### src/rtl/memory_bank_arbiter_if.sv
`default_nettype none
// ============================================================================
//  Module      : memory_bank_arbiter_if
//  Description : Bundle between two memory requesters, the arbiter and one
//                single-port memory_bank.
//                  req/we/lock/addr/wdata   requester -> arbiter
//                  ack/rdata/rvalid         arbiter   -> requester
//                  mem_addr/read/write/
//                  mem_data_in              arbiter   -> memory_bank
//                  mem_data_out             memory_bank -> arbiter
//                slave  : arbiter side
//                master : requester/memory side (testbench, system glue)
//  Revision    : 1.0 - initial release
// ============================================================================
interface memory_bank_arbiter_if #(
  parameter int DATA_WIDTH = 8,
  parameter int DEPTH      = 512
);
  localparam int AW = $clog2(DEPTH);

  logic                  req0,   req1;
  logic                  we0,    we1;
  logic                  lock0,  lock1;
  logic [AW-1:0]         addr0,  addr1;
  logic [DATA_WIDTH-1:0] wdata0, wdata1;
  logic                  ack0,   ack1;
  logic [DATA_WIDTH-1:0] rdata0, rdata1;
  logic                  rvalid0, rvalid1;

  logic [AW-1:0]         mem_addr;
  logic                  mem_read;
  logic                  mem_write;
  logic [DATA_WIDTH-1:0] mem_data_in;
  logic [DATA_WIDTH-1:0] mem_data_out;

  modport slave (
    input  req0, req1, we0, we1, lock0, lock1,
    input  addr0, addr1, wdata0, wdata1,
    input  mem_data_out,
    output ack0, ack1, rdata0, rdata1, rvalid0, rvalid1,
    output mem_addr, mem_read, mem_write, mem_data_in
  );

  modport master (
    output req0, req1, we0, we1, lock0, lock1,
    output addr0, addr1, wdata0, wdata1,
    output mem_data_out,
    input  ack0, ack1, rdata0, rdata1, rvalid0, rvalid1,
    input  mem_addr, mem_read, mem_write, mem_data_in
  );
endinterface
`default_nettype wire

### src/rtl/memory_bank_arbiter.sv
`default_nettype none
// ============================================================================
//  Module      : memory_bank_arbiter
//  Description : Two-port round-robin arbiter/sequencer in front of one
//                single-port memory_bank (1-cycle registered read). At most
//                one operation per cycle; a port holding lock keeps the grant
//                for up to MAX_BURST consecutive cycles under contention.
//                Read data returns to the issuing port 2 cycles after ack.
//  Ports       : clk   - system clock, rising edge
//                rst_n - synchronous active-low reset
//                bus   - memory_bank_arbiter_if.slave (requests, acks,
//                        read return, memory_bank drive/return)
//  Revision    : 1.0 - initial release
// ============================================================================
module memory_bank_arbiter #(
  parameter int DATA_WIDTH = 8,
  parameter int DEPTH      = 512,
  parameter int MAX_BURST  = 16
) (
  input  wire                      clk,
  input  wire                      rst_n,
  memory_bank_arbiter_if.slave     bus
);

  localparam int            AW          = $clog2(DEPTH);
  localparam int            c_bw        = $clog2(MAX_BURST + 1);
  localparam logic [c_bw-1:0] c_max_burst = c_bw'(MAX_BURST);
  localparam logic [c_bw-1:0] c_one       = c_bw'(1);

  logic                  r_last_grant;
  logic [c_bw-1:0]       r_burst_cnt;
  logic                  r_pend0, r_pend1;
  logic                  r_rvalid0, r_rvalid1;
  logic [DATA_WIDTH-1:0] r_rdata0, r_rdata1;

  logic                  w_gnt_valid;
  logic                  w_gnt;
  logic                  w_lock_last;
  logic                  w_we;
  logic [AW-1:0]         w_addr;
  logic [DATA_WIDTH-1:0] w_wdata;

  assign w_lock_last = r_last_grant ? bus.lock1 : bus.lock0;

  // Under contention the last winner keeps the grant only while it asks for
  // a lock and has not used up its burst allowance; otherwise alternate.
  always_comb begin
    w_gnt_valid = 1'b0;
    w_gnt       = 1'b0;
    if (bus.req0 && bus.req1) begin
      w_gnt_valid = 1'b1;
      if (w_lock_last && (r_burst_cnt < c_max_burst))
        w_gnt = r_last_grant;
      else
        w_gnt = ~r_last_grant;
    end else if (bus.req0) begin
      w_gnt_valid = 1'b1;
      w_gnt       = 1'b0;
    end else if (bus.req1) begin
      w_gnt_valid = 1'b1;
      w_gnt       = 1'b1;
    end
    if (!rst_n)
      w_gnt_valid = 1'b0;
  end

  assign w_we    = w_gnt ? bus.we1    : bus.we0;
  assign w_addr  = w_gnt ? bus.addr1  : bus.addr0;
  assign w_wdata = w_gnt ? bus.wdata1 : bus.wdata0;

  assign bus.ack0        = w_gnt_valid & ~w_gnt;
  assign bus.ack1        = w_gnt_valid &  w_gnt;
  assign bus.mem_addr    = w_addr;
  assign bus.mem_data_in = w_wdata;
  assign bus.mem_write   = w_gnt_valid &  w_we;
  assign bus.mem_read    = w_gnt_valid & ~w_we;

  always_ff @(posedge clk) begin
    if (!rst_n) begin
      r_last_grant <= 1'b1;
      r_burst_cnt  <= '0;
      r_pend0      <= 1'b0;
      r_pend1      <= 1'b0;
      r_rvalid0    <= 1'b0;
      r_rvalid1    <= 1'b0;
      r_rdata0     <= '0;
      r_rdata1     <= '0;
    end else begin
      if (w_gnt_valid) begin
        if (w_gnt == r_last_grant) begin
          // Saturates so an uncontested requester is never throttled.
          if (r_burst_cnt < c_max_burst)
            r_burst_cnt <= r_burst_cnt + c_one;
        end else begin
          r_burst_cnt  <= c_one;
          r_last_grant <= w_gnt;
        end
      end

      // Memory output is valid the cycle after the read is issued.
      r_pend0   <= bus.mem_read & ~w_gnt;
      r_pend1   <= bus.mem_read &  w_gnt;
      r_rvalid0 <= r_pend0;
      r_rvalid1 <= r_pend1;
      if (r_pend0)
        r_rdata0 <= bus.mem_data_out;
      if (r_pend1)
        r_rdata1 <= bus.mem_data_out;
    end
  end

  assign bus.rvalid0 = r_rvalid0;
  assign bus.rvalid1 = r_rvalid1;
  assign bus.rdata0  = r_rdata0;
  assign bus.rdata1  = r_rdata1;

endmodule
`default_nettype wire

### src/flat_wrapper.sv
// flat-port wrapper written by rule: the top's interface ports become plain ports
module memory_bank_arbiter_flat 
#(
  parameter int DATA_WIDTH = 8,
  parameter int DEPTH      = 512,
  parameter int MAX_BURST  = 16
)
  (clk, rst_n, bus_req0, bus_req1, bus_we0, bus_we1, bus_lock0, bus_lock1, bus_addr0, bus_addr1, bus_wdata0, bus_wdata1, bus_mem_data_out, bus_ack0, bus_ack1, bus_rdata0, bus_rdata1, bus_rvalid0, bus_rvalid1, bus_mem_addr, bus_mem_read, bus_mem_write, bus_mem_data_in);
  memory_bank_arbiter_if #(.DATA_WIDTH(DATA_WIDTH), .DEPTH(DEPTH)) bus_i ();
  input  wire clk;
  input  wire rst_n;
  input wire logic [$bits(bus_i.req0)-1:0] bus_req0;
  input wire logic [$bits(bus_i.req1)-1:0] bus_req1;
  input wire logic [$bits(bus_i.we0)-1:0] bus_we0;
  input wire logic [$bits(bus_i.we1)-1:0] bus_we1;
  input wire logic [$bits(bus_i.lock0)-1:0] bus_lock0;
  input wire logic [$bits(bus_i.lock1)-1:0] bus_lock1;
  input wire logic [$bits(bus_i.addr0)-1:0] bus_addr0;
  input wire logic [$bits(bus_i.addr1)-1:0] bus_addr1;
  input wire logic [$bits(bus_i.wdata0)-1:0] bus_wdata0;
  input wire logic [$bits(bus_i.wdata1)-1:0] bus_wdata1;
  input wire logic [$bits(bus_i.mem_data_out)-1:0] bus_mem_data_out;
  output wire logic [$bits(bus_i.ack0)-1:0] bus_ack0;
  output wire logic [$bits(bus_i.ack1)-1:0] bus_ack1;
  output wire logic [$bits(bus_i.rdata0)-1:0] bus_rdata0;
  output wire logic [$bits(bus_i.rdata1)-1:0] bus_rdata1;
  output wire logic [$bits(bus_i.rvalid0)-1:0] bus_rvalid0;
  output wire logic [$bits(bus_i.rvalid1)-1:0] bus_rvalid1;
  output wire logic [$bits(bus_i.mem_addr)-1:0] bus_mem_addr;
  output wire logic [$bits(bus_i.mem_read)-1:0] bus_mem_read;
  output wire logic [$bits(bus_i.mem_write)-1:0] bus_mem_write;
  output wire logic [$bits(bus_i.mem_data_in)-1:0] bus_mem_data_in;
  assign bus_i.req0 = bus_req0;
  assign bus_i.req1 = bus_req1;
  assign bus_i.we0 = bus_we0;
  assign bus_i.we1 = bus_we1;
  assign bus_i.lock0 = bus_lock0;
  assign bus_i.lock1 = bus_lock1;
  assign bus_i.addr0 = bus_addr0;
  assign bus_i.addr1 = bus_addr1;
  assign bus_i.wdata0 = bus_wdata0;
  assign bus_i.wdata1 = bus_wdata1;
  assign bus_i.mem_data_out = bus_mem_data_out;
  assign bus_ack0 = bus_i.ack0;
  assign bus_ack1 = bus_i.ack1;
  assign bus_rdata0 = bus_i.rdata0;
  assign bus_rdata1 = bus_i.rdata1;
  assign bus_rvalid0 = bus_i.rvalid0;
  assign bus_rvalid1 = bus_i.rvalid1;
  assign bus_mem_addr = bus_i.mem_addr;
  assign bus_mem_read = bus_i.mem_read;
  assign bus_mem_write = bus_i.mem_write;
  assign bus_mem_data_in = bus_i.mem_data_in;
  memory_bank_arbiter #(.DATA_WIDTH(DATA_WIDTH), .DEPTH(DEPTH), .MAX_BURST(MAX_BURST)) u_core (.clk(clk), .rst_n(rst_n), .bus(bus_i));
endmodule
### config.mk
export PLATFORM = sky130hd
export DESIGN_NAME = memory_bank_arbiter_flat
export DESIGN_NICKNAME = d
export VERILOG_FILES = /design/src/rtl/memory_bank_arbiter_if.sv /design/src/rtl/memory_bank_arbiter.sv /design/src/flat_wrapper.sv
export SDC_FILE = /design/constraint.sdc
export NUM_CORES = 1
export LEC_CHECK = 0
export CORE_MARGIN = 5
export CORE_UTILIZATION = 32
export DETAILED_ROUTE_END_ITERATION = 16
export GPL_ROUTABILITY_DRIVEN = 0
export PLACE_DENSITY_LB_ADDON = 0.12
export SYNTH_ARGS = -nofsm -noshare
export SYNTH_HDL_FRONTEND = slang
export SYNTH_SLANG_ARGS = --single-unit
### constraint.sdc
create_clock -name clk -period 1.29 [get_ports clk]
set_input_delay 0.129 -clock clk [delete_from_list [all_inputs] [get_ports clk]]
set_output_delay 0.129 -clock clk [all_outputs]
set_load 0.005 [all_outputs]
# After elaboration in Yosys (flattened, before gate mapping)

Index checks and enable logic that the tools add are counted.

Register bits after elaboration: 26
Input port bits: 50
Output and inout port bits: 39
Word-level logic and storage cells: 39

$add $sub $neg: 1
Magnitude comparators: 1
Eq/ne operators: 2
Multiplexer cells: 13
Bitwise operators: 10
Reduce and logical (&&, ||, !) cells: 4

Operators by type and width:

| cell                                                          | count |
|---|---|
| 5-bit 2-to-1 mux                                              | 2 |
| 1-bit 2-to-1 mux                                              | 9 |
| 9-bit 2-to-1 mux                                              | 1 |
| 8-bit 2-to-1 mux                                              | 1 |
| 1-bit bitwise AND                                             | 6 |
| 5-bit by 1-bit adder with 5-bit output, second input constant | 1 |
| 5-bit less-than comparator, second input constant             | 1 |
| 1-bit inverter                                                | 4 |
| 2-bit AND reduction                                           | 2 |
| 1-bit logical AND                                             | 2 |
| 2-bit inequality test, second input constant                  | 1 |
| 1-bit == test                                                 | 1 |

# Depth between registers and ports, before layout

Depth in word-level cells: 8
Depth in mapped cells: 6
Depth with buffers taken out: 5

# Worst setup path before layout

OpenSTA, ideal clock, no wires.

Path kind: register to output
Start: register u_core.r_burst_cnt[4]
End: output port bus_mem_addr[0]
Arrival: 1.253 ns
Setup slack: -0.092 ns
Cell stages (with the launch flop): 6
Path buffers: 1
Cells stage by stage: dfxtp_1 > nand3b_1 > o211ai_2 > nand2_2 > buf_6 > mux2_4

Cells in the longest elaborated chain, start to end: 5

RTL lines:

| element                    | line                      | RTL |
|---|---|---|
| from (decl)                | memory_bank_arbiter.sv:31 | `logic [c_bw-1:0] r_burst_cnt;` |
| from (signal assigned)     | memory_bank_arbiter.sv:93 | `r_burst_cnt <= r_burst_cnt + c_one;` |
| from (signal assigned)     | memory_bank_arbiter.sv:95 | `r_burst_cnt <= c_one;` |
| 5-bit less-than comparator | memory_bank_arbiter.sv:52 | `if (w_lock_last && (r_burst_cnt < c_max_burst))` |
| 1-bit logical AND          | memory_bank_arbiter.sv:52 |  |
| 1-bit 2-to-1 mux           | memory_bank_arbiter.sv:52 |  |
| 1-bit 2-to-1 mux           | memory_bank_arbiter.sv:50 | `if (bus.req0 && bus.req1) begin` |
| 9-bit 2-to-1 mux           | memory_bank_arbiter.sv:68 | `assign w_addr = w_gnt ? bus.addr1 : bus.addr0;` |
| to (decl)                  | flat_wrapper.sv:29        | `output wire logic [$bits(bus_i.mem_addr)-1:0] bus_mem_addr;` |

No other way between the ends.

# Worst setup path after layout

Start: register u_core.r_burst_cnt[4]
End: output port bus_mem_addr[6]

Same word-level chain as after synthesis.

==> run summary <==
Using the TritonRoute via totals, the vias-per-cell ratio works out to 4.84. The number of antenna diodes in the final layout is 0. The total routing usage reported by global routing was 0.157; the upper clock frequency limit was 576 MHz. The final worst-path cycle share is 1.34, and the die height is 75.3 µm. After detailed routing, the number of remaining DRC violations is 0. Path type of the worst setup path: reg -> out. The maximum count of clock buffers along a single path was 2.

The tools report the maximum level of the CTS H-tree as 1. The top cell types in the final layout, fill and taps aside, are 61 x sky130_fd_sc_hd__clkdlybuf4s50_1, 28 x sky130_fd_sc_hd__buf_6, 21 x sky130_fd_sc_hd__nor2_1, 19 x sky130_fd_sc_hd__dfxtp_1, 18 x sky130_fd_sc_hd__mux2_4. The cell family contributing the most delay on the critical path is flip-flops. For the half-perimeter wire length after placement, the log shows 3.36 mm. The post-route clock skew is 0.00305 ns, and the synthesis-to-layout area growth is 94.6%.

Setup total negative slack on the finished layout was measured at -8.91 ns. The later pin in the worst-skew pair is clocked with a latency of 0.26 ns. The quantity of I/O buffers inserted on ports was 88. The worst setup path is captured at an output pin. The full die area came out at 5680 µm².

The count of nets left with antenna violations once routing finished came out at 0. The count of cells in the finished layout, fillers not included, comes to 289. Of all nets on the critical path, the largest fanout is 5. The number of synthesized flops with an enable pin was 0; the number of global-route vias before repair was 1485. The tools report the area of the multi-input gates as 867 µm².

The clock sink count was 26. Synthesis produced 133 cells. The final hold violation count came out at 0. Setup repair after global routing could not meet its margin everywhere.

The tools report the number of placement rows as 23. The share of layout cells above drive strength 1 is 0.368. The wire length of the first global-routing pass was 6.88 mm. The number of maximum-capacitance constraint violations is 0, and the buffering stage count on the worst path with inverters included is 2.

The area of the core region was 4060 µm². For the worst setup path, the data required time is 1.16 ns. The worst IR drop on VDD came out at 0.575 mV. Counting every net in the synthesized netlist gives 184. After filler insertion, the fill cell instance count of the layout stands at 310.

The headroom to the max-slew limit is 0.833, and the average cell area after synthesis is 10.3 µm². In this run, synthesis produced a sequential element count of 26. The number of primary I/O pins is 89.

TritonCTS built the clock tree. Summing every instance area after synthesis gives 1370 µm². Yosys printed 0 warnings.

The run gives 0.381 as the sequential cell area fraction in the yosys report. The tree is rooted in a sky130_fd_sc_hd__clkbuf_8. Summing all flip-flop and latch instances after layout gives 529 µm². For this design the static power due to leakage is 1.18 nW. For this design, the CTS-stage hold fixing added 0 buffers. On the worst path, the slowest cell contributes a delay of 0.35 ns. The via total after detailed routing was 1398.

The width of the die is 75.3 µm. The synthesized netlist contains 32 unique library cells. For the pin with the worst max-slew slack, the measured transition is 0.250 ns.

The total congestion overflow after global routing came out at 0. Worst min-delay path category: reg -> reg. The number of clock buffers added by TritonCTS is 3.

The run gives 0 as the number of antenna violations at the first check in global routing. The average detailed-routed wire length per instance is 16.2 µm. Most frequently used flop master after synthesis: sky130_fd_sc_hd__dfxtp_1. The run gives 4 as the number of detailed-routing iterations run before antenna repair.

Number of placed instances, taps included: 276. The share of synthesized registers carrying an async set or reset was 0; the violation count after the first detailed-route iteration was 11. Leaving out fill and tap cells, the most frequent cell in the layout is sky130_fd_sc_hd__clkdlybuf4s50_1.

The run gives 0.337 as the effective utilization at floorplan. The checks that failed: negative setup slack. The final wirelength came out at 4.68 mm.

The critical path goes through nand3b_1 > o211ai_2 > nand2_4 > buf_8 > mux2_4 > buf_6. Data arrives at the worst endpoint at 1.61 ns. STA classifies the critical path startpoint as a register. The number of slew-limit violations in the final report was 0; the worst-case setup margin in the final layout was -0.445 ns. For this design the ratio of total power to cell area is 783 nW/µm². The flow ran to the end, but the final reports show violations. The tools report the maximum number of pins on one net before global-route repair as 21.

The net count of the finished layout is 291. The smallest clock period supported by the final layout is computed as 1.73 ns. Clock-pin slew was measured on the worst setup and hold paths at 0.09 ns. The slowest stage of the critical path belongs to the cell sky130_fd_sc_hd__dfxtp_2. For the number of failing setup endpoints in the final timing report, the log shows 27.
[where the power goes]
group / internal (W) / leakage, nW / total [W] / switching (W)
Sequential: 0.000834 / 0.214 / 0.000854 / 0.0000198
Combinational: 0.000476 / 0.941 / 0.000721 / 0.000246
Clock: 0.000272 / 0.0288 / 0.000506 / 0.000234
[Yosys cell counts (2+ instances only)]
| master | n | area, µm² |
|---|---|---|
| sky130_fd_sc_hd__dfxtp_1 | 26 | 521 |
| sky130_fd_sc_hd__nor2_1 | 22 | 82.6 |
| sky130_fd_sc_hd__mux2_4 | 18 | 270 |
| sky130_fd_sc_hd__mux2i_1 | 17 | 170 |
| sky130_fd_sc_hd__a21oi_1 | 4 | 20.0 |
| sky130_fd_sc_hd__clkbuf_1 | 4 | 15.0 |
| sky130_fd_sc_hd__nor3_1 | 4 | 20.0 |
| sky130_fd_sc_hd__inv_1 | 3 | 11.3 |
| sky130_fd_sc_hd__nand2_1 | 3 | 11.3 |
| sky130_fd_sc_hd__nand3_1 | 3 | 15.0 |
| sky130_fd_sc_hd__a211oi_1 | 2 | 15.0 |
| sky130_fd_sc_hd__and2_1 | 2 | 12.5 |
| sky130_fd_sc_hd__buf_2 | 2 | 10.0 |
| sky130_fd_sc_hd__buf_6 | 2 | 22.5 |
| sky130_fd_sc_hd__nor2b_1 | 2 | 12.5 |
| sky130_fd_sc_hd__o21ai_0 | 2 | 10.0 |
| sky130_fd_sc_hd__xnor2_1 | 2 | 17.5 |
[stage by stage]
stage	hold slack (ns)	instance area [µm²]	worst slack, ns	utilization	power [W]
final	0.495	2660	-0.445	0.655	0.00208
after global routing	0.484	2660	-0.548	0.655	0.00220
after floorplan	0.201	1380	-0.0188	-	0.00113
after CTS	0.474	2670	-0.557	0.657	0.00212
after detailed placement	0.489	2370	-0.780	0.585	0.00149
after global placement	0.466	2370	-0.709	0.585	0.00147
[cell type report]
cell class	count	share of cell area
Timing Repair Buffer	111	0.426
Multi-Input combinational cell	95	0.326
Sequential cell	26	0.199
Tap cell	50	0.0235
Clock buffer	4	0.0207
Inverter	3	0.00424
[worst min-delay path, stage by stage, from the launching register on]
cell	delay (ns)
sky130_fd_sc_hd__dfxtp_2	0.34
sky130_fd_sc_hd__mux2i_1	0.06
sky130_fd_sc_hd__nor2_1	0.07
[layer usage]
layer,part of all wire,track usage
met2,0.51,0.308
met3,0.12,0.0383
met4,0.0028,0.0233
met5,0,0
met1,0.37,0.172
[worst paths after layout]
check | start | end | slack [ns] | cells past startpoint
worst max-delay path | u_core.r_burst_cnt[4] | bus_mem_addr[6] | -0.44 | 6
worst max register to register | u_core.r_burst_cnt[4] | u_core.r_pend0 | -0.18 | 9
worst min register to register | u_core.bus.rdata0[6] | u_core.bus.rdata0[6] | 0.49 | 2
worst min-delay path | u_core.bus.rdata0[6] | u_core.bus.rdata0[6] | 0.49 | 2
[logic make-up (layout without fill, tap and decap cells)]
logic type | after synthesis | after routing | share of synthesized area
adder cells (fa/ha/maj) | 1 | 1 | 0.00916
XOR/XNOR | 3 | 3 | 0.0192
AO/OA/AOI/OAI | 15 | 15 | 0.0806
multiplexers | 35 | 35 | 0.322
buffers and inverters | 12 | 118 | 0.0485
flip-flops | 26 | 26 | 0.381
AND/OR/NAND/NOR | 41 | 41 | 0.139
[sequential cells by signal, summed over array words and instances (netlist names)]
register / cells
u_core.bus.rdata0: 8
u_core.bus.rdata1: 8
u_core.r_burst_cnt: 5
u_core.bus.rvalid0: 1
u_core.bus.rvalid1: 1
u_core.r_last_grant: 1
u_core.r_pend0: 1
u_core.r_pend1: 1
[timing repair]
action	4_1_cts	5_1_grt
setup endpoints to repair	25	37
setup buffers	10	1
cloned	3	0
gates resized for setup	126	19
pin swaps	6	6
Power figures use the tool's default switching activity.
